$ cat src/rtl/secded_pkg.sv
// Shared Hamming SECDED helpers: parity-bit count, codeword width, data-bit
// placement and the encoder, usable by the codec pipeline and memory wrappers.
package secded_pkg;

    localparam int MAX_CW = 64;

    function automatic int secded_p(input int data_w);
        int p;
        p = 0;
        // Descending scan leaves the smallest P that satisfies the bound.
        for (int q = 7; q >= 1; q--) begin
            if ((1 << q) >= data_w + q + 1) p = q;
        end
        return p;
    endfunction

    function automatic int secded_cw_w(input int data_w);
        return data_w + secded_p(data_w) + 1;
    endfunction

    // Hamming position of payload bit k: k-th non-power-of-two position from 3 up.
    function automatic int secded_data_pos(input int k);
        int cnt;
        int pos;
        cnt = 0;
        pos = 0;
        for (int i = 3; i < MAX_CW; i++) begin
            if ((i & (i - 1)) != 0) begin
                if (cnt == k) pos = i;
                cnt++;
            end
        end
        return pos;
    endfunction

    function automatic logic [MAX_CW-1:0] secded_encode(input logic [MAX_CW-1:0] data,
                                                        input int data_w);
        logic [MAX_CW-1:0] cw;
        logic              par;
        int                cw_w;
        int                p;
        cw   = '0;
        cw_w = secded_cw_w(data_w);
        p    = secded_p(data_w);
        for (int k = 0; k < MAX_CW; k++) begin
            if (k < data_w) cw[secded_data_pos(k)] = data[k];
        end
        for (int j = 0; j < 7; j++) begin
            if (j < p) begin
                par = 1'b0;
                for (int i = 1; i < MAX_CW; i++) begin
                    if (i < cw_w && i[j]) par = par ^ cw[i];
                end
                cw[1 << j] = par;
            end
        end
        cw[0] = ^cw[MAX_CW-1:1];
        return cw;
    endfunction

endpackage

$ cat src/rtl/secded_codec_dec_core.sv
// Combinational SECDED decoder: syndrome, overall parity, single-bit correction
// and payload extraction from one codeword.
module secded_dec_core
    import secded_pkg::*;
#(
    parameter  int DATA_W = 4,
    localparam int P      = secded_p(DATA_W),
    localparam int CW_W   = secded_cw_w(DATA_W)
) (
    input  logic [CW_W-1:0]   i_cw,
    output logic [DATA_W-1:0] o_datao,
    output logic [P-1:0]      o_syn,
    output logic              o_sec,
    output logic              o_ded
);

    logic [P-1:0]    w_s;
    logic            w_pz;
    logic [CW_W-1:0] w_fix;

    always_comb begin
        w_s = '0;
        for (int i = 1; i < CW_W; i++) begin
            if (i_cw[i]) w_s = w_s ^ P'(i);
        end
        w_pz    = ^i_cw;
        w_fix   = i_cw;
        o_sec   = 1'b0;
        o_ded   = 1'b0;
        o_datao = '0;
        if (w_pz) begin
            if (w_s == '0) begin
                o_sec = 1'b1;
            end else if (int'(w_s) < CW_W) begin
                w_fix[w_s] = ~w_fix[w_s];
                o_sec      = 1'b1;
            end else begin
                // Odd weight pointing past the codeword can only be a multi-bit error.
                o_ded = 1'b1;
            end
        end else if (w_s != '0) begin
            o_ded = 1'b1;
        end
        for (int k = 0; k < DATA_W; k++) begin
            o_datao[k] = w_fix[secded_data_pos(k)];
        end
    end

    assign o_syn = w_s;

endmodule

$ cat src/rtl/secded_codec.sv
// Three-stage SECDED encode -> error-inject -> decode pipeline with a
// valid/ready handshake and saturating SEC/DED event counters.
module secded_codec
    import secded_pkg::*;
#(
    parameter  int DATA_W = 4,
    parameter  int CNT_W  = 8,
    localparam int P      = secded_p(DATA_W),
    localparam int CW_W   = secded_cw_w(DATA_W)
) (
    input  logic              clk,
    input  logic              rst,
    input  logic              in_valid,
    output logic              in_ready,
    input  logic [DATA_W-1:0] datai,
    input  logic [CW_W-1:0]   err,
    output logic              out_valid,
    input  logic              out_ready,
    output logic [DATA_W-1:0] datao,
    output logic [P-1:0]      syn,
    output logic              sec,
    output logic              ded,
    input  logic              cnt_clr,
    output logic [CNT_W-1:0]  sec_cnt,
    output logic [CNT_W-1:0]  ded_cnt
);

    localparam logic [CNT_W-1:0] CNT_MAX = '1;

    logic              r_vld1, r_vld2, r_vld3;
    logic [CW_W-1:0]   r_cw1, r_err1, r_cw2;
    logic [DATA_W-1:0] r_datao;
    logic [P-1:0]      r_syn;
    logic              r_sec, r_ded;
    logic [CNT_W-1:0]  r_sec_cnt, r_ded_cnt;

    logic              w_adv;
    logic              w_xfer_out;
    logic [CW_W-1:0]   w_enc;
    logic [DATA_W-1:0] w_dec_data;
    logic [P-1:0]      w_dec_syn;
    logic              w_dec_sec, w_dec_ded;

    assign w_adv      = !r_vld3 || out_ready;
    assign w_xfer_out = r_vld3 && out_ready;
    assign w_enc      = CW_W'(secded_encode(MAX_CW'(datai), DATA_W));

    secded_dec_core #(.DATA_W(DATA_W)) u_dec (
        .i_cw    (r_cw2),
        .o_datao (w_dec_data),
        .o_syn   (w_dec_syn),
        .o_sec   (w_dec_sec),
        .o_ded   (w_dec_ded)
    );

    // The whole pipeline moves together; a stalled output freezes every stage.
    always_ff @(posedge clk or negedge rst) begin
        if (!rst) begin
            r_vld1  <= 1'b0;
            r_vld2  <= 1'b0;
            r_vld3  <= 1'b0;
            r_cw1   <= '0;
            r_err1  <= '0;
            r_cw2   <= '0;
            r_datao <= '0;
            r_syn   <= '0;
            r_sec   <= 1'b0;
            r_ded   <= 1'b0;
        end else if (w_adv) begin
            r_vld1 <= in_valid;
            if (in_valid) begin
                r_cw1  <= w_enc;
                r_err1 <= err;
            end
            r_vld2 <= r_vld1;
            if (r_vld1) r_cw2 <= r_cw1 ^ r_err1;
            r_vld3 <= r_vld2;
            if (r_vld2) begin
                r_datao <= w_dec_data;
                r_syn   <= w_dec_syn;
                r_sec   <= w_dec_sec;
                r_ded   <= w_dec_ded;
            end
        end
    end

    always_ff @(posedge clk or negedge rst) begin
        if (!rst) begin
            r_sec_cnt <= '0;
            r_ded_cnt <= '0;
        end else if (cnt_clr) begin
            r_sec_cnt <= '0;
            r_ded_cnt <= '0;
        end else if (w_xfer_out) begin
            if (r_sec && r_sec_cnt != CNT_MAX) r_sec_cnt <= r_sec_cnt + CNT_W'(1);
            if (r_ded && r_ded_cnt != CNT_MAX) r_ded_cnt <= r_ded_cnt + CNT_W'(1);
        end
    end

    assign in_ready  = w_adv;
    assign out_valid = r_vld3;
    assign datao     = r_datao;
    assign syn       = r_syn;
    assign sec       = r_sec;
    assign ded       = r_ded;
    assign sec_cnt   = r_sec_cnt;
    assign ded_cnt   = r_ded_cnt;

endmodule
$ cat config.mk
export PLATFORM = sky130hd
export DESIGN_NAME = secded_codec
export DESIGN_NICKNAME = d
export VERILOG_FILES = /design/src/rtl/secded_pkg.sv /design/src/rtl/secded_codec_dec_core.sv /design/src/rtl/secded_codec.sv
export SDC_FILE = /design/constraint.sdc
export NUM_CORES = 1
export LEC_CHECK = 0
export CORE_UTILIZATION = 50
export CTS_BUF_LIST = sky130_fd_sc_hd__clkbuf_16
export DETAILED_ROUTE_END_ITERATION = 8
export PLACE_DENSITY = 0.83
export SETUP_SLACK_MARGIN = 0.05
export SLEW_MARGIN = 0
export SYNTH_ARGS = -nofsm -noshare
export SYNTH_HDL_FRONTEND = slang
export SYNTH_SLANG_ARGS = --single-unit
export TNS_END_PERCENT = 50
$ cat constraint.sdc
create_clock -name clk -period 2.1 [get_ports clk]
set_input_delay 0.315 -clock clk [delete_from_list [all_inputs] [get_ports clk]]
set_output_delay 0.315 -clock clk [all_outputs]
set_load 0.02 [all_outputs]
== Word level (Yosys, flattened, before mapping) ==
Cells that the tools add are included.

* Add/sub/neg operators: 2
* $mul: 0
* Div/mod/pow operators: 0
* Order comparisons: 2
* Eq/ne operators: 2
* Shifts and indexed selects: 0
* Multiplexer cells: 23
* Bitwise operators: 14
* Reduce and logical (&&, ||, !) cells: 18

{| class="wikitable"
|+ Operators by type and width
! operator !! number
|-
| 2-to-1 mux 8 bit || 8
|-
| XOR reduction 63 bit || 1
|-
| adder 8 x 1 -> 8 bit (second input constant) || 2
|-
| inequality test 8 bit (second input constant) || 2
|-
| 2-to-1 mux 3 bit || 4
|-
| AND reduction 2 bit || 5
|-
| bitwise mux 8 bit || 1
|-
| XOR reduction 8 bit || 1
|-
| XOR 8 bit || 1
|-
| 2-to-1 mux 1 bit || 6
|-
| NOT 2 bit || 3
|-
| nonzero test 2 bit || 3
|-
| XOR 1 bit || 6
|-
| logical AND 1 bit || 4
|-
| < comparator 3 x 4 -> 1 bit (second input constant) || 1
|-
| 2-to-1 mux 2 bit || 2
|-
| binary-select mux 1 bit (select 3 bit) || 1
|-
| demux 1 bit (select 3 bit) || 1
|-
| greater-or-equal comparator 3 x 1 -> 1 bit (second input constant) || 1
|-
| logical NOT 3 bit || 1
|-
| NOT 3 bit || 1
|-
| nonzero test 3 bit || 1
|-
| NOT 1 bit (first input constant) || 2
|-
| logical NOT 1 bit || 1
|-
| other kinds (2) || 2
|}

* Flip-flop bits (word level): 52
* Latch bits: 0
* RAM bits: 0
* Memory bits (read-only): 0
* Input bits: 17
* Output and inout port bits: 27
* Logic and storage cells: 73
* Memories: 0

== Logic depth before layout (Yosys ltp) ==
* Depth in word-level cells: 18
* Depth in mapped cells: 6
* Depth with buffers taken out: 6

== By module ==
From an unflattened synthesis, not the netlist that was laid out.

* Cell total of the unflattened synthesis: 243
* Area total of the unflattened synthesis: 2713.9 um2

{| class="wikitable"
|+ By module, submodules not included
! module !! instances !! cells each !! area each (um2) !! seq. area each (um2)
|-
| secded_codec || 1 || 197 || 2314.7 || 1301.2
|-
| secded_dec_core || 1 || 46 || 399.1 || 0.0
|}

== Least setup slack after synthesis ==
OpenSTA, ideal clock, no wires.

* Path type: reg-to-reg
* Start: reg r_cw2[7]
* End: reg r_datao[0] (netlist: datao[0])
* Setup time: 0.069 ns
* Data arrival time: 1.859 ns
* Required time: 2.031 ns
* Setup slack: 0.172 ns
* Cell stages (with the launch flop): 7
* Buffers on the path: 1
* Period minus slack after synthesis: 1.928 ns
* Cell sequence: dfrtp_1 buf_6 xnor3_2 xor2_2 or2_0 or4_1 nand3_1

* Cells in the longest elaborated chain, start to end: 8
* Elaborated cells between the ends (all ways): 14
* Classes of those cells: order compare (2); mux (8); bitwise (1); reduce/logical (3)

{| class="wikitable"
|+ Ends and longest elaborated chain
! what !! RTL line !! RTL
|-
| start: declaration || secded_codec.sv:31 || <nowiki>logic [CW_W-1:0] r_cw1, r_err1, r_cw2;</nowiki>
|-
| start signal: assignment || secded_codec.sv:76 || <nowiki>if (r_vld1) r_cw2 <= r_cw1 ^ r_err1;</nowiki>
|-
| 2-to-1 mux 3 bit || secded_codec_dec_core.sv:24 || <nowiki>if (i_cw[i]) w_s = w_s ^ P'(i);</nowiki>
|-
| < comparator 3 x 4 -> 1 bit (implied by the code) or greater-or-equal comparator 3 x 1 -> 1 bit (tied branches) || secded_codec_dec_core.sv:35 || <nowiki>w_fix[w_s] = ~w_fix[w_s];</nowiki>
|-
| logical AND 1 bit (implied by the code) || secded_codec_dec_core.sv:35 ||
|-
| 2-to-1 mux 1 bit (implied by the code) || secded_codec_dec_core.sv:35 ||
|-
| demux 1 bit (select 3 bit) || - ||
|-
| bitwise mux 8 bit || secded_codec_dec_core.sv:35 ||
|-
| 2-to-1 mux 8 bit || secded_codec_dec_core.sv:32 || <nowiki>if (w_s == '0) begin</nowiki>
|-
| 2-to-1 mux 8 bit (*) || secded_codec_dec_core.sv:31 || <nowiki>if (w_pz) begin</nowiki>
|-
| end signal: assignment || secded_codec.sv:79 || <nowiki>r_datao <= w_dec_data;</nowiki>
|-
| end: declaration || secded_codec.sv:32 || <nowiki>logic [DATA_W-1:0] r_datao;</nowiki>
|}

Mark *: on every way between the ends. The rest lies on a longest branch, timed or not. The select of a mux whose other input is x is not followed.
A chain may end at the register's enable or synchronous reset.

== Worst setup path after layout ==
Same ends and word-level chain as after synthesis.

==> flow_metrics.env <==
export IMPL_outcome="complete, but fails checks"
export IMPL_violations="hold timing"
export IMPL_setup_tns_ns=0
export IMPL_syn_nets=267
export IMPL_combPwrFrac=0.498
export IMPL_synth_warnings=0
export IMPL_hpwl_mm=3.41
export IMPL_crit_path_start_kind="register"
export IMPL_nNetsFinal=314
export IMPL_power_density_mw_per_mm2=1420
export IMPL_pwr_share_clk=0.170
export IMPL_grt_use_total=0.200
export IMPL_cts_buffers=5
export IMPL_yosysMostFrequentCell="dfrtp_1"
export IMPL_boundaryPins=44
export IMPL_clock_sink_count=52
export IMPL_syn_area_per_cell_um2=10.4
export IMPL_internal_power_mw=2.83
export IMPL_critPathMaxFanout=5
export IMPL_drv_cap=0
export IMPL_ys_types=44
export IMPL_tritoncts="done"
export IMPL_placed_area_mm2=0.00313
export IMPL_synth_area_mm2=0.00258
export IMPL_post_cts_setup_buffers=0
export IMPL_ctsHoldBuffers=0
export IMPL_whs_ns=-0.00402
export IMPL_clk_pin_slew_ns=0.06
export IMPL_overflow=0
export IMPL_antenna_found_initial=0
export IMPL_seq_power_share=0.332
export IMPL_required_ns=2.32
export IMPL_dp_slack_ns=0.118
export IMPL_design_area_mm2=0.00328
export IMPL_rsz0062_at_grt="yes"
export IMPL_fin_skew_ns=0.00265
export IMPL_drive_gt1_frac=0.122
export IMPL_swShare=0.390
export IMPL_fin_ws_ns=0.107
export IMPL_drv_slew=0
export IMPL_ys_async_sr_fraction=1.00
export IMPL_fin_util=0.676
export IMPL_h_tree_depth=2
export IMPL_clock_path_buffers=2
export IMPL_hold_path_class="input port to async pin"
export IMPL_nFillCells=376
export IMPL_syn_to_final_growth_pct=27.1
export IMPL_place_gp_congestion=0.858
export IMPL_power_leakage_nw=1.35
export IMPL_period_share=0.949
export IMPL_fp_dieH_um=73.8
export IMPL_ant_nets=0
export IMPL_clk_latency_ns=0.29
export IMPL_drtPass1Iterations=4
export IMPL_antenna_cells=0
export IMPL_drtIter0Drc=91
export IMPL_numPortBuffers=43
export IMPL_die_x_um=73.8
export IMPL_fmax_ghz=0.502
export IMPL_grt_pass1_wl_mm=8.35
export IMPL_path_class="register to register"
export IMPL_synth_edf_count=0
export IMPL_drc_errors=0
export IMPL_yosys_area_top_type_share=0.504
export IMPL_coreArea_mm2=0.00485
export IMPL_arrival_ns=2.22
export IMPL_rows=25
export IMPL_die_area_mm2=0.00545
export IMPL_grt_max_degree=53
export IMPL_slew_headroom=0.556
export IMPL_synth_top_area_cell="dfrtp_1"
export IMPL_yosys_most_used_dff="dfrtp_1"
export IMPL_grt_pass1_vias=1866
export IMPL_finalCriticalPeriod_ns=1.99
export IMPL_vias=1949
export IMPL_ir_drop_mv=0.755
export IMPL_syn_inst=248
export IMPL_end_kind="register"
export IMPL_routedWlPerCell_um=13.5
export IMPL_cts_root_buffer="clkbuf_16"
export IMPL_wl_mm=4.88
export IMPL_ys_seq_area_frac=0.504
export IMPL_finalHoldViolCount=4
export IMPL_setup_viol=0
export IMPL_start_util=0.532
export IMPL_vias_per_cell=5.37
export IMPL_synth_seq_cells=52
export IMPL_tightest_slew_ns=0.661
export IMPL_synthTopCellsByCount="dfrtp_1 (52), nand2_1 (27), xnor2_1 (27)"
export IMPL_switchingPower_mw=1.81
export IMPL_synthTopCellsByArea="dfrtp_1 (50%), xnor2_1 (9.2%), mux2_2 (5.2%)"
critical path, cell delays in order (launching register included):
cell	delay [ns]
dfrtp_1	0.46
xnor3_2	0.49
xor2_2	0.16
or2_0	0.21
or4_1	0.52
nand3_1	0.09
state kept, by name, summed over array words and instances, names as in the netlist:
name,count
out_valid,1
r_vld1,1
r_cw2,8
sec_cnt,8
r_vld2,1
syn,3
sec,1
ded,1
r_cw1,8
ded_cnt,8
r_err1,8
datao,4
layer usage:
metal | GRT usage | up-vias | part of all wire
li1 | - | 946 | -
met1 | 0.257 | 933 | 0.45
met2 | 0.329 | 60 | 0.49
met3 | 0.0384 | 10 | 0.035
met4 | 0.0897 | 0 | 0.022
met5 | 0 | - | 0
power groups by stage:
stage / Clock [mW] / Sequential, mW / Combinational, mW
after global routing: 0.850 / 1.59 / 2.53
after CTS: 0.810 / 1.54 / 2.28
final: 0.790 / 1.54 / 2.31
after detailed placement: 0 / 1.55 / 2.26
after floorplan: 0 / 1.58 / 1.50
after global placement: 0 / 1.54 / 2.19
cell usage in the layout, fill, tap and decap left out, types with 2 or more instances in the layout:
cell type / instances
a311oi_1: 3
clkdlybuf4s50_1: 42
and2_1: 2
a211oi_1: 2
nand2b_1: 2
xnor2_1: 26
nor3_1: 7
buf_4: 7
dfrtp_1: 51
nor2_1: 25
mux2_2: 12
clkbuf_16: 5
inv_1: 4
ha_1: 2
xor2_1: 9
mux2i_1: 3
nand4_1: 2
xnor2_2: 3
nand3_1: 10
o211ai_1: 3
o21ai_0: 19
buf_12: 2
a21oi_1: 4
nand2_1: 27
cell families (layout without fill, tap and decap cells):
group	Yosys count	after routing	synth area share
buf+inv	15	63	0.0262
flops	52	52	0.504
mux	15	15	0.0640
fa+ha+maj	2	2	0.00970
simple gates	87	87	0.159
compound gates	37	37	0.0863
xor+xnor	40	40	0.150
area by class of cell:
type | instances | area (um^2) | area share
repair buffers | 52 | 518 | 0.158
multi-input cells | 181 | 1220 | 0.372
inverters | 3 | 11.3 | 0.00343
flip-flops and latches | 52 | 1300 | 0.397
clock buffers | 5 | 125 | 0.0382
well taps | 67 | 83.8 | 0.0256
clock inverters | 3 | 20.0 | 0.00610
repair_timing:
item | in CTS | in global routing
gates resized for setup | 0 | 2
setup endpoints to repair | 0 | 3
endpoints found under the hold margin | 0 | 0
stage by stage:
stage	std cells	power (mW)
final	363	4.65
after global routing	363	4.96
after CTS	363	4.63
after detailed placement	355	3.81
after global placement	355	3.73
after floorplan	248	3.08
path summary, 6_finish.rpt:
path,from,endpoint,slack [ns],depth (start not counted)
max in group asynchronous,rst,r_cw2[3],1.85,2
max,r_cw2[7],datao[0],0.11,5
min in group clk,syn[1],syn[1],0.48,2
min reg2reg,syn[1],syn[1],0.48,2
max reg2reg,r_cw2[7],datao[0],0.11,5
min,rst,ded_cnt[2],-0.004,2
Power figures use the tool's default switching activity.
